File: src/rtl/mem_port_arbiter.sv
// mem_port_arbiter
// Shares one single-ported, fixed-latency unified memory between the fetch
// stage and the memory stage. One access is in flight at a time: grant in
// IDLE, wait out the memory latency in WAIT, pulse the owner's valid in DONE.
// Data accesses normally win, but a fetch that has watched MAX_DSTREAK
// consecutive data grants is served next so the front end cannot starve.
module mem_port_arbiter #(
    parameter int ADDR_W      = 32,
    parameter int DATA_W      = 32,
    parameter int MEM_LAT     = 2,
    parameter int MAX_DSTREAK = 4
) (
    input  logic              clk,
    input  logic              reset,
    input  logic              if_req,
    input  logic [ADDR_W-1:0] if_addr,
    output logic [DATA_W-1:0] if_rdata,
    output logic              if_valid,
    output logic              stall_f,
    input  logic              dm_req,
    input  logic              dm_we,
    input  logic [ADDR_W-1:0] dm_addr,
    input  logic [DATA_W-1:0] dm_wdata,
    output logic [DATA_W-1:0] dm_rdata,
    output logic              dm_valid,
    output logic              stall_m,
    output logic              mem_en,
    output logic              mem_we,
    output logic [ADDR_W-1:0] mem_addr,
    output logic [DATA_W-1:0] mem_wdata,
    input  logic [DATA_W-1:0] mem_rdata
);
    localparam int CNT_W = $clog2(MEM_LAT + 1);
    localparam int STK_W = $clog2(MAX_DSTREAK + 1);
    localparam logic [CNT_W-1:0] CNT_LAST = CNT_W'(MEM_LAT);
    localparam logic [STK_W-1:0] STK_MAX  = STK_W'(MAX_DSTREAK);
    localparam logic OWNER_FETCH = 1'b0;
    localparam logic OWNER_DATA  = 1'b1;

    typedef enum logic [1:0] {
        IDLE = 2'd0,
        WAIT = 2'd1,
        DONE = 2'd2
    } state_t;

    state_t            state_r;
    state_t            state_nxt_s;
    logic [CNT_W-1:0]  cnt_r;
    logic [STK_W-1:0]  dstreak_r;
    logic              owner_r;
    logic              owner_we_r;
    logic [DATA_W-1:0] if_rdata_r;
    logic [DATA_W-1:0] dm_rdata_r;
    logic              if_valid_r;
    logic              dm_valid_r;
    logic              req_any_s;
    logic              data_win_s;
    logic              grant_s;
    logic              capture_s;

    // Arbitration decision, grant qualification and read-data capture point.
    always_comb begin
        req_any_s  = if_req | dm_req;
        data_win_s = 1'b0;
        grant_s    = 1'b0;
        capture_s  = 1'b0;
        // Data wins unless fetch is also waiting and the streak is used up.
        if (dm_req && (!if_req || (dstreak_r != STK_MAX))) begin
            data_win_s = 1'b1;
        end else begin
            data_win_s = 1'b0;
        end
        // The reset term keeps the strobe low while reset is held, even
        // though the state register already sits in IDLE.
        if ((state_r == IDLE) && req_any_s && reset) begin
            grant_s = 1'b1;
        end else begin
            grant_s = 1'b0;
        end
        if ((state_r == WAIT) && (cnt_r == CNT_LAST)) begin
            capture_s = 1'b1;
        end else begin
            capture_s = 1'b0;
        end
    end

    // Next-state logic for the grant / wait / done sequence.
    always_comb begin
        state_nxt_s = state_r;
        case (state_r)
            IDLE: begin
                if (grant_s) begin
                    state_nxt_s = WAIT;
                end else begin
                    state_nxt_s = IDLE;
                end
            end
            WAIT: begin
                if (capture_s) begin
                    state_nxt_s = DONE;
                end else begin
                    state_nxt_s = WAIT;
                end
            end
            DONE:    state_nxt_s = IDLE;
            default: state_nxt_s = IDLE;
        endcase
    end

    // Memory-side strobe, address and write data, driven from the winner.
    always_comb begin
        mem_en    = grant_s;
        mem_we    = 1'b0;
        mem_addr  = if_addr;
        mem_wdata = dm_wdata;
        if (data_win_s) begin
            mem_addr = dm_addr;
            mem_we   = grant_s & dm_we;
        end else begin
            mem_addr = if_addr;
            mem_we   = 1'b0;
        end
    end

    // State register and latency counter.
    always_ff @(posedge clk or negedge reset) begin
        if (!reset) begin
            state_r <= IDLE;
            cnt_r   <= {CNT_W{1'b0}};
        end else begin
            state_r <= state_nxt_s;
            if (grant_s) begin
                cnt_r <= CNT_W'(1);
            end else if (state_r == WAIT) begin
                cnt_r <= cnt_r + CNT_W'(1);
            end else begin
                cnt_r <= {CNT_W{1'b0}};
            end
        end
    end

    // Owner bookkeeping and the data-streak counter used for fairness.
    always_ff @(posedge clk or negedge reset) begin
        if (!reset) begin
            owner_r    <= OWNER_FETCH;
            owner_we_r <= 1'b0;
            dstreak_r  <= {STK_W{1'b0}};
        end else if (grant_s) begin
            if (data_win_s) begin
                owner_r    <= OWNER_DATA;
                owner_we_r <= dm_we;
                if (!if_req) begin
                    dstreak_r <= {STK_W{1'b0}};
                end else if (dstreak_r != STK_MAX) begin
                    dstreak_r <= dstreak_r + STK_W'(1);
                end else begin
                    dstreak_r <= dstreak_r;
                end
            end else begin
                owner_r    <= OWNER_FETCH;
                owner_we_r <= 1'b0;
                dstreak_r  <= {STK_W{1'b0}};
            end
        end else begin
            owner_r    <= owner_r;
            owner_we_r <= owner_we_r;
            dstreak_r  <= dstreak_r;
        end
    end

    // Completion pulses and per-port read-data registers; write completions
    // pulse dm_valid but leave dm_rdata untouched.
    always_ff @(posedge clk or negedge reset) begin
        if (!reset) begin
            if_valid_r <= 1'b0;
            dm_valid_r <= 1'b0;
            if_rdata_r <= {DATA_W{1'b0}};
            dm_rdata_r <= {DATA_W{1'b0}};
        end else begin
            if_valid_r <= capture_s & (owner_r == OWNER_FETCH);
            dm_valid_r <= capture_s & (owner_r == OWNER_DATA);
            if (capture_s && (owner_r == OWNER_FETCH)) begin
                if_rdata_r <= mem_rdata;
            end else begin
                if_rdata_r <= if_rdata_r;
            end
            if (capture_s && (owner_r == OWNER_DATA) && !owner_we_r) begin
                dm_rdata_r <= mem_rdata;
            end else begin
                dm_rdata_r <= dm_rdata_r;
            end
        end
    end

    assign if_valid = if_valid_r;
    assign dm_valid = dm_valid_r;
    assign if_rdata = if_rdata_r;
    assign dm_rdata = dm_rdata_r;
    assign stall_f  = if_req & ~if_valid_r;
    assign stall_m  = dm_req & ~dm_valid_r;

endmodule

File: config.mk
export PLATFORM = sky130hd
export DESIGN_NAME = mem_port_arbiter
export DESIGN_NICKNAME = d
export VERILOG_FILES = /design/src/rtl/mem_port_arbiter.sv
export SDC_FILE = /design/constraint.sdc
export NUM_CORES = 1
export LEC_CHECK = 0
export ABC_AREA = 1
export BUFFER_PORTS_ARGS = -buffer_cell sky130_fd_sc_hd__buf_2
export CORE_ASPECT_RATIO = 2
export CORE_MARGIN = 8
export CORE_UTILIZATION = 37
export DETAILED_ROUTE_END_ITERATION = 8
export PLACE_DENSITY = 0.77
export SYNTH_ARGS = -nofsm -noshare
export SYNTH_HDL_FRONTEND = slang
export SYNTH_SLANG_ARGS = --single-unit
File: constraint.sdc
create_clock -name clk -period 1.5 [get_ports clk]
set_clock_uncertainty 0.1 [all_clocks]
set_input_delay 0.075 -clock clk [delete_from_list [all_inputs] [get_ports clk]]
set_output_delay 0.075 -clock clk [all_outputs]
set_load 0.01 [all_outputs]
==> results.yml, run 1 <==
run_status:
  status: "finished with violations"
  failed_checks: "setup timing"
critical_path:
  timing.critical_path.arrival_ns: 1.62
  crit_path_max_fanout: 11
  cpMaxStageDelayCell: "dfrtp_1"
  cp-end-kind: "output port"
  cp_common_cell: "nand2_2"
  slowest_delay_ns: 0.38
  critPathRequiredTime_ns: 1.32
  crit_path_start_kind: "flop"
  timing.setup.critical_path_class: "reg2out"
  critical_path.cell_chain: "inv_2 > ha_4 > nand3_4 > nand2_8 > inv_8 > buf_12 > nand2_2 > nand2_2 > buf_6"
yosys:
  adder_cell_fraction_of_synth_area: 0.0101
  netlist.area_leader.share: 0.506
  synthCells: 469
  synth.largest_area_cell: "dfrtp_1"
  netlist_top_cells_count: "nand2_1 (268), dfrtp_1 (75), buf_4 (38)"
  yosysWarningCount: 0
  postSynthNetCount: 605
  post_synth_arst_share: 1.00
  synthMostInstantiatedCell: "nand2_1"
  synthMuxAreaShare: 0
  synthesis.area_um2: 3710
  top_cells_by_area_synth: "dfrtp_1 (51%), nand2_1 (27%), buf_4 (7.7%)"
  postSynth.topFlopCell: "dfrtp_1"
  synth_compound_area_frac: 0.00810
  synth_cell_types: 18
  dominant_combinational_cell_family_by_area_after_synthesis: "simple AND/OR/NAND/NOR gates"
  post_synth_and_or_nand_nor_area_fraction: 0.349
  number_of_synthesized_register_bits: 75
  synth-edff-count: 0
  synth_xor_xnor_area_share: 0
  fraction_of_the_yosys_area_taken_by_sequential_cells: 0.506
  syn-mean-instance-area_um2: 7.90
sta:
  fmax_mhz: 558
  period_needed_ns: 1.79
  hold_viol_final: 0
  tns_ns: -11.74
  fin_ws_ns: -0.292
  setup_violations: 98
  hold-worst-slack_ns: 0.0210
  max_slew_margin: 0.804
  slew_viol_final: 0
  tightestPinTransition_ns: 0.294
  rsz0062_at_grt: "true"
  final_min_period_over_clock_period: 1.19
drt:
  routed_wire_length_per_instance_um: 20.7
  vias: 4183
  drt-total-wl_um: 17500
  number_of_iterations_in_the_first_detailed_routing_pass: 4
  drc: 0
  detail-route-antenna-nets: 0
  detailedRoute.firstIterationViolations: 172
  viasPerCell: 4.95
clock_tree:
  numClockSinks: 75
  clkSlewWorstSetupHoldPaths_ns: 0.06
  clock_path_buffers: 2
  cts_root_buf: "clkbuf_16"
  tritoncts: "done"
  htreeDepth: 3
  cts_inserted_buffers: 9
  clk-insertion-delay-late_ns: 0.34
cells_and_area:
  finalNetCount: 844
  filler_cell_count: 701
  area.growth.synth_to_final_pct: 75.9
  layout-drive-gt1-share: 0.579
  insertedDiodeCount: 0
floorplanning:
  design.die.area_um2: 13700
  floorplan.io_pins: 267
  dieHeight_um: 158
  floorplan.core_area_um2: 9760
  initial_utilization: 0.380
  num_rows: 51
  die_width_um: 86.8
grt:
  globalRoute.totalOverflow: 0
  grt_start_max_net_pins: 50
  grt_pass1_wl_um: 21800
  grt_antenna_before_repair: 0
  gr-usage-all-layers: 0.211
  first_global_vias: 4061
power:
  power-per-cell-area_nw_per_um2: 1670
  cellLeakagePower_nw: 3.55
  ir_worst_vdd_mv: 1.36
  finalPower_w: 0.0109
place:
  detailed_place_hpwl_um: 11500
  io_buf_count: 202
  gp_routability_congestion: 0.914
run:
  drv_cap: 0
worst_hold_path:
  timing.hold.worst.class: "in2reg"
[per-layer routing]
metal / GRT usage / vias to the layer above / wire (um)
met4: 0.143 / 0 / 932
met3: 0.0961 / 65 / 1930
met2: 0.371 / 245 / 9430
met1: 0.184 / 1977 / 5240
li1: - / 1896 / -
met5: 0 / - / 0
[worst paths after layout]
check / from / to / slack (ns) / depth (start not counted)
max: dstreak_r[0] / mem_addr[29] / -0.29 / 9
min: if_req / dstreak_r[2] / 0.02 / 5
max reg2reg: cnt_r[0] / dm_rdata[29] / -0.11 / 9
min reg2reg: cnt_r[0] / cnt_r[0] / 0.35 / 1
max in group asynchronous: reset / dm_rdata[13] / 0.76 / 3
min in group asynchronous: reset / dstreak_r[1] / 0.03 / 2
[stage by stage]
step                 util  area, um2  setup slack, ns  instances
floorplan               -       3710            0.136        469
global placement    0.478       4670          -0.0314        768
detailed placement  0.478       4670          -0.0717        768
CTS                 0.564       5500           -0.315        821
global route        0.668       6520           -0.362        845
finish              0.668       6520           -0.292        845
[critical path: cells and delay by family, from the launching register on]
family | cells | cell delay (ns)
adders and majority gates | 1 | 0.15
buffers and inverters | 4 | 0.40
DFF | 1 | 0.38
and+or+nand+nor | 4 | 0.33
[flip-flops by register name (all words and copies together) (netlist names)]
| name | flops |
|---|---|
| owner_we_r | 1 |
| dm_valid | 1 |
| dstreak_r | 3 |
| if_rdata | 32 |
| if_valid | 1 |
| dm_rdata | 32 |
| cnt_r | 2 |
| state_r | 2 |
| owner_r | 1 |
[placed cells by master, fill, tap and decap left out, drive strengths merged]
cell type	netlist	layout
nand2	271	274
buf	52	235
dfrtp	75	75
nand3	37	37
dlygate4sd3	0	36
clkbuf	2	18
inv	12	10
nor2	9	9
o21ai	6	6
clkinvlp	0	3
clkinv	0	3
ha	3	3
nand4	2	2
bufinv	0	2
[layout make-up]
cell class,instances,area [um2],area share
well taps,132,165,0.0253
clock buffers,10,239,0.0367
inverters,12,73.8,0.0113
clock inverters,6,88.8,0.0136
multi-input cells,331,2000,0.307
flip-flops and latches,75,1880,0.288
repair buffers,279,2080,0.318
[repair_timing]
action                                  4_1_cts  5_1_grt
endpoints found under the hold margin       142        0
pin swaps                                     3       43
gates resized for setup                      32      185
gates cloned                                  0       12
setup buffers                                 1       12
hold buffers                                 36        0
endpoints found under the setup margin       48       94
[cell families after synthesis]
logic type,count (synthesis)
AOI/OAI and AO/OA,6
adders and majority gates,3
buffers and inverters,66
DFF,75
and+or+nand+nor,319
[where the power goes]
| part | total [W] | switching [W] | leakage [nW] | internal [W] |
|---|---|---|---|---|
| Combinational | 0.00488 | 0.00282 | 2.50 | 0.00206 |
| Clock | 0.00234 | 0.000836 | 0.155 | 0.00150 |
| Sequential | 0.00369 | 0.000677 | 0.892 | 0.00301 |
(Power assumes the default switching activity.)
==> run 2: changes to the inputs <==
Settings changed: CAP_MARGIN set to 10, GPL_TIMING_DRIVEN set to 0.
==> run 2 against run 1 <==
The run ends with hold timing, setup timing left. Register-to-register slack better by 0.08 ns. Global-route usage increased by 1.4 points. Highest routed layer unchanged. Final cell count rose by 7.7%. Critical path depth unchanged. Sequential power barely moved. Combinational power down 6.1%. Count of clock-buffer cells in the layout increased by 1. Non-clock buffer count increased by 67. Sequential share of layout area up 0.57 points. Worst hold slack got worse by 0.38 ns. Design area shrank 1.9%. Flip-flop and latch count is the same.
==> results.yml, run 2 (same netlist as run 1, synthesis figures left out) <==
run_status:
  status: "finished with violations"
  failed_checks: "hold timing, setup timing"
power:
  sequential_cell_fraction_of_total_power: 0.358
  ir_worst_vdd_mv: 1.12
  p_int_w: 0.00623
  p_switching_w: 0.00409
  power.share.combinational: 0.444
  power-per-cell-area_nw_per_um2: 1610
  power.share.switching: 0.396
  finalPower_w: 0.0103
  cellLeakagePower_nw: 3.57
  share_clk_of_total_power: 0.198
sta:
  fmax_mhz: 558
  slew_viol_final: 0
  setup_violations: 52
  final_min_period_over_clock_period: 1.20
  hold_viol_final: 75
  hold-worst-slack_ns: -0.360
  fin_ws_ns: -0.293
  tightestPinTransition_ns: 0.408
  period_needed_ns: 1.79
  rsz0062_at_grt: "true"
  max_slew_margin: 0.728
critical_path:
  timing.setup.critical_path_class: "reg2out"
  critPathBufInv: 4
  timing.critical_path.arrival_ns: 1.62
  crit_family: "buffers and inverters"
  rr_worst_depth: 8
  r2r_setup_slack_ns: -0.03
  r2r_end: "dm_rdata[13]"
  slowest_delay_ns: 0.39
  critical_path.cell_chain: "inv_2 > ha_4 > nand3_4 > nand2_8 > inv_8 > buf_6 > nand2_1 > nand2_1 > buf_2"
  crit_path_start_kind: "flop"
  crit_path_max_fanout: 8
  critPathRequiredTime_ns: 1.32
  cp_common_cell: "nand2_1"
  path_depth: 9
  worst_setup_path_startpoint: "dstreak_r[0]"
  reg2reg_from: "cnt_r[0]"
  cp-end-kind: "output port"
  cpMaxStageDelayCell: "dfrtp_1"
drt:
  viasPerCell: 4.73
  vias: 4307
  drt-total-wl_um: 16600
  detailedRoute.firstIterationViolations: 188
  drc: 0
  detail-route-antenna-nets: 0
  number_of_iterations_in_the_first_detailed_routing_pass: 6
  routed_wire_length_per_instance_um: 18.3
place:
  dp_worst_setup_slack_ns: -0.164
  detailed_place_hpwl_um: 12300
  io_buf_count: 234
  gp_routability_congestion: 0.883
grt:
  grt_start_max_net_pins: 78
  gr-usage-all-layers: 0.225
  grt.met1_usage: 0.191
  met3_usage: 0.0909
  grt_antenna_before_repair: 1
  grt_pass1_wl_um: 23300
  grt.met2_usage: 0.430
  first_global_vias: 4392
  busiest_layer: "met2"
  globalRoute.totalOverflow: 0
floorplanning:
  die_width_um: 86.8
  floorplan.io_pins: 267
  floorplan.core_area_um2: 9760
  num_rows: 51
  dieHeight_um: 158
  design.die.area_um2: 13700
  initial_utilization: 0.380
cells_and_area:
  most_frequent_standard_cell_in_the_layout_excluding_fill_and_tap_cells: "buf_2"
  layout-drive-gt1-share: 0.517
  layout.cells.most_common_list: "buf_2 (227), nand2_1 (215), dfrtp_1 (75), buf_4 (49), nand2_2 (41)"
  postLayoutCoreUtil: 0.655
  area.growth.synth_to_final_pct: 72.5
  filler_cell_count: 831
  finalNetCount: 908
clock_tree:
  clock_path_buffers: 2
  cts-hold-fix-buffers: 35
  cts_inserted_buffers: 9
  clkSlewWorstSetupHoldPaths_ns: 0.06
  numClockSinks: 75
  tritoncts: "done"
  htreeDepth: 3
  cts_root_buf: "clkbuf_16"
  clk-insertion-delay-late_ns: 0.33
worst_hold_path:
  timing.hold.worst.class: "in2async"
run:
  drv_cap: 0
[run 2: power groups by stage]
stage               combinational (W)  sequential [W]  clock [W]
floorplan                     0.00154         0.00396          0
detailed placement            0.00383         0.00356          0
CTS                           0.00415         0.00354    0.00209
global placement              0.00371         0.00352          0
finish                        0.00458         0.00369    0.00204
global route                  0.00500         0.00381    0.00216
[run 2: worst register-to-register path: cells and delay by family (launching register included)]
kind	cells	cell delay [ns]
and+or+nand+nor	5	0.52
DFF	1	0.38
buffers and inverters	2	0.28
adders and majority gates	1	0.15
[run 2: how the worst max path moves through the flow]
stage | slack [ns] | end
floorplan | 0.14 | dm_rdata[0]
global placement | -0.84 | mem_we
detailed placement | -0.16 | mem_addr[29]
CTS | -0.29 | mem_addr[10]
global route | -0.35 | mem_addr[21]
finish | -0.29 | mem_addr[10]
[run 2: what timing repair did]
item                                    in CTS  in global routing
endpoints found under the setup margin      85                 93
buffers inserted                            11                  3
pin swaps                                    8                  6
hold endpoints to repair                   142                 75
gates resized for setup                     45                 87
cloned                                       3                  5
[run 2: metal layers]
metal  part of all wire  routed length [um]
met2               0.55                9100
met1               0.31                5220
met4              0.028                 469
met3               0.11                1820
met5                  0                   0
[run 2: per-stage QoR]
stage | std cells | instance area [um2] | TNS (ns)
floorplan | 469 | 3710 | 0
global placement | 835 | 5040 | -20.56
detailed placement | 836 | 5070 | -4.94
CTS | 901 | 5970 | -8.72
global route | 909 | 6390 | -13.18
finish | 910 | 6390 | -8.64
[run 2: cell type report]
class | instances | area (um2) | share of cell area
Clock inverter | 5 | 36.3 | 0.00568
Inverter | 12 | 62.6 | 0.00979
Timing Repair Buffer | 292 | 1870 | 0.292
Buffer | 54 | 480 | 0.0752
Clock buffer | 11 | 253 | 0.0395
Multi-Input combinational cell | 328 | 1650 | 0.258
Tap cell | 132 | 165 | 0.0258
Sequential cell | 75 | 1880 | 0.294
Antenna cell | 1 | 2.50 | 0.000391
==> run 3: changes to the inputs <==
Settings changed: REMOVE_ABC_BUFFERS set to 1.
==> run 3 against run 2 <==
The run ends with setup timing left. Clock power grew 9%. Routed wire length grew 4.1%. Maximum frequency down 4.5%. Register-to-register slack lost 0.02 ns. Critical endpoint is now mem_we. Highest routed layer is now met5.
==> results.yml, run 3 (same netlist as run 1, synthesis figures left out) <==
grt:
  globalRoute.totalOverflow: 0
  first_global_vias: 4310
  gr-usage-all-layers: 0.236
  grt_start_max_net_pins: 43
  grt_pass1_wl_um: 24100
  grt_antenna_before_repair: 0
drt:
  drc: 0
  detailedRoute.firstIterationViolations: 224
  viasPerCell: 4.99
  detail-route-antenna-nets: 0
  drt-total-wl_um: 17300
  routed_wire_length_per_instance_um: 20.5
  vias: 4225
  number_of_iterations_in_the_first_detailed_routing_pass: 5
clock_tree:
  clock_path_buffers: 2
  clkSlewWorstSetupHoldPaths_ns: 0.06
  htreeDepth: 3
  cts_inserted_buffers: 9
  clk-insertion-delay-late_ns: 0.33
  tritoncts: "done"
  cts_root_buf: "clkbuf_16"
  numClockSinks: 75
sta:
  tightestPinTransition_ns: 0.700
  final_min_period_over_clock_period: 1.25
  max_slew_margin: 0.533
  hold_viol_final: 0
  period_needed_ns: 1.88
  fmax_mhz: 532
  tns_ns: -11.49
  setup_violations: 66
  rsz0062_at_grt: "true"
  slew_viol_final: 0
  fin_ws_ns: -0.378
floorplanning:
  num_rows: 51
  design.die.area_um2: 13700
  initial_utilization: 0.380
  die_width_um: 86.8
  floorplan.io_pins: 267
  dieHeight_um: 158
  floorplan.core_area_um2: 9760
power:
  finalPower_w: 0.0104
  power-per-cell-area_nw_per_um2: 1640
  cellLeakagePower_nw: 3.40
  ir_worst_vdd_mv: 1.14
worst_hold_path:
  worst_hold_path.num_cells: 5
  worstHoldStart: "reset"
  hold_end: "dstreak_r[2]"
  timing.hold.worst.class: "in2reg"
critical_path:
  critPathRequiredTime_ns: 1.32
  cpMaxStageDelayCell: "dfrtp_1"
  crit_path_max_fanout: 6
  timing.critical_path.arrival_ns: 1.70
  crit_path_start_kind: "flop"
  r2r_end: "dstreak_r[2]"
  slowest_delay_ns: 0.37
  cp-end-kind: "output port"
  timing.setup.critical_path_class: "reg2out"
  r2r_setup_slack_ns: -0.05
  critical_path.cell_chain: "inv_2 > ha_4 > nand3_4 > buf_12 > nand3_2 > nor2_1 > buf_2"
  reg2reg_from: "dstreak_r[0]"
  rr_worst_depth: 9
cells_and_area:
  filler_cell_count: 765
  most_frequent_standard_cell_in_the_layout_excluding_fill_and_tap_cells: "buf_2"
  finalNetCount: 845
  multi_input_area_um2: 2000
  insertedDiodeCount: 0
  area.growth.synth_to_final_pct: 71.3
  layout-drive-gt1-share: 0.541
  layout.cells.most_common_list: "buf_2 (184), nand2_1 (169), nand2_2 (81), dfrtp_1 (75), dlygate4sd3_1 (35)"
  area.sequential_um2: 1880
place:
  detailed_place_hpwl_um: 10300
  gp_routability_congestion: 0.902
  dp_worst_setup_slack_ns: -0.714
  io_buf_count: 202
run_status:
  status: "finished with violations"
  failed_checks: "setup timing"
run:
  drv_cap: 0
## run 3: worst max-delay path, delay by kind of cell, from the launching register on
| family | cells | cell delay, ns |
|---|---|---|
| buf+inv | 3 | 0.43 |
| simple gates | 3 | 0.40 |
| fa+ha+maj | 1 | 0.17 |
| flops | 1 | 0.37 |
## run 3: power breakdown
part           switching, W  total, W  internal, W
clock              0.000800   0.00222      0.00142
sequential         0.000636   0.00365      0.00301
combinational       0.00266   0.00458      0.00192
## run 3: routing by layer
metal,share of wire,global-route usage
met3,0.11,0.117
met5,0.0035,0.0369
met2,0.51,0.382
met4,0.038,0.0968
met1,0.34,0.252
## run 3: area by class of cell
type                            instances  area share
Clock buffer                           12      0.0420
Inverter                               12      0.0132
Clock inverter                          4     0.00749
Sequential cell                        75       0.296
Timing Repair inverter                  6      0.0124
Multi-Input combinational cell        340       0.315
Tap cell                              132      0.0260
Timing Repair Buffer                  265       0.288
## run 3: how the worst max path moves through the flow
stage / startpoint / endpoint / slack [ns] / depth (start not counted)
final: dstreak_r[0] / mem_we / -0.38 / 7
after detailed placement: dstreak_r[0] / mem_addr[28] / -0.71 / 8
after global placement: reset / mem_we / -1.04 / 4
after global routing: dstreak_r[0] / mem_we / -0.46 / 7
after CTS: dstreak_r[0] / mem_addr[4] / -0.28 / 8
after floorplan: dstreak_r[0] / mem_addr[0] / -0.21 / 7
## run 3: timing repair
item / CTS / global route
hold buffers: 36 / 0
cloned: 16 / 2
setup endpoints to repair: 100 / 99
buffers inserted: 18 / 8
hold endpoints to repair: 100 / 0
pin swaps: 14 / 18
gates resized for setup: 103 / 87
## run 3: per-stage QoR
step	hold slack (ns)	utilization	cell area, um2	instances
CTS	0.0268	0.606	5910	836
finish	0.0415	0.650	6350	846
global placement	0.0501	0.457	4460	749
global route	0.0500	0.650	6350	846
detailed placement	-0.0376	0.459	4490	750
floorplan	-0.321	-	3290	415
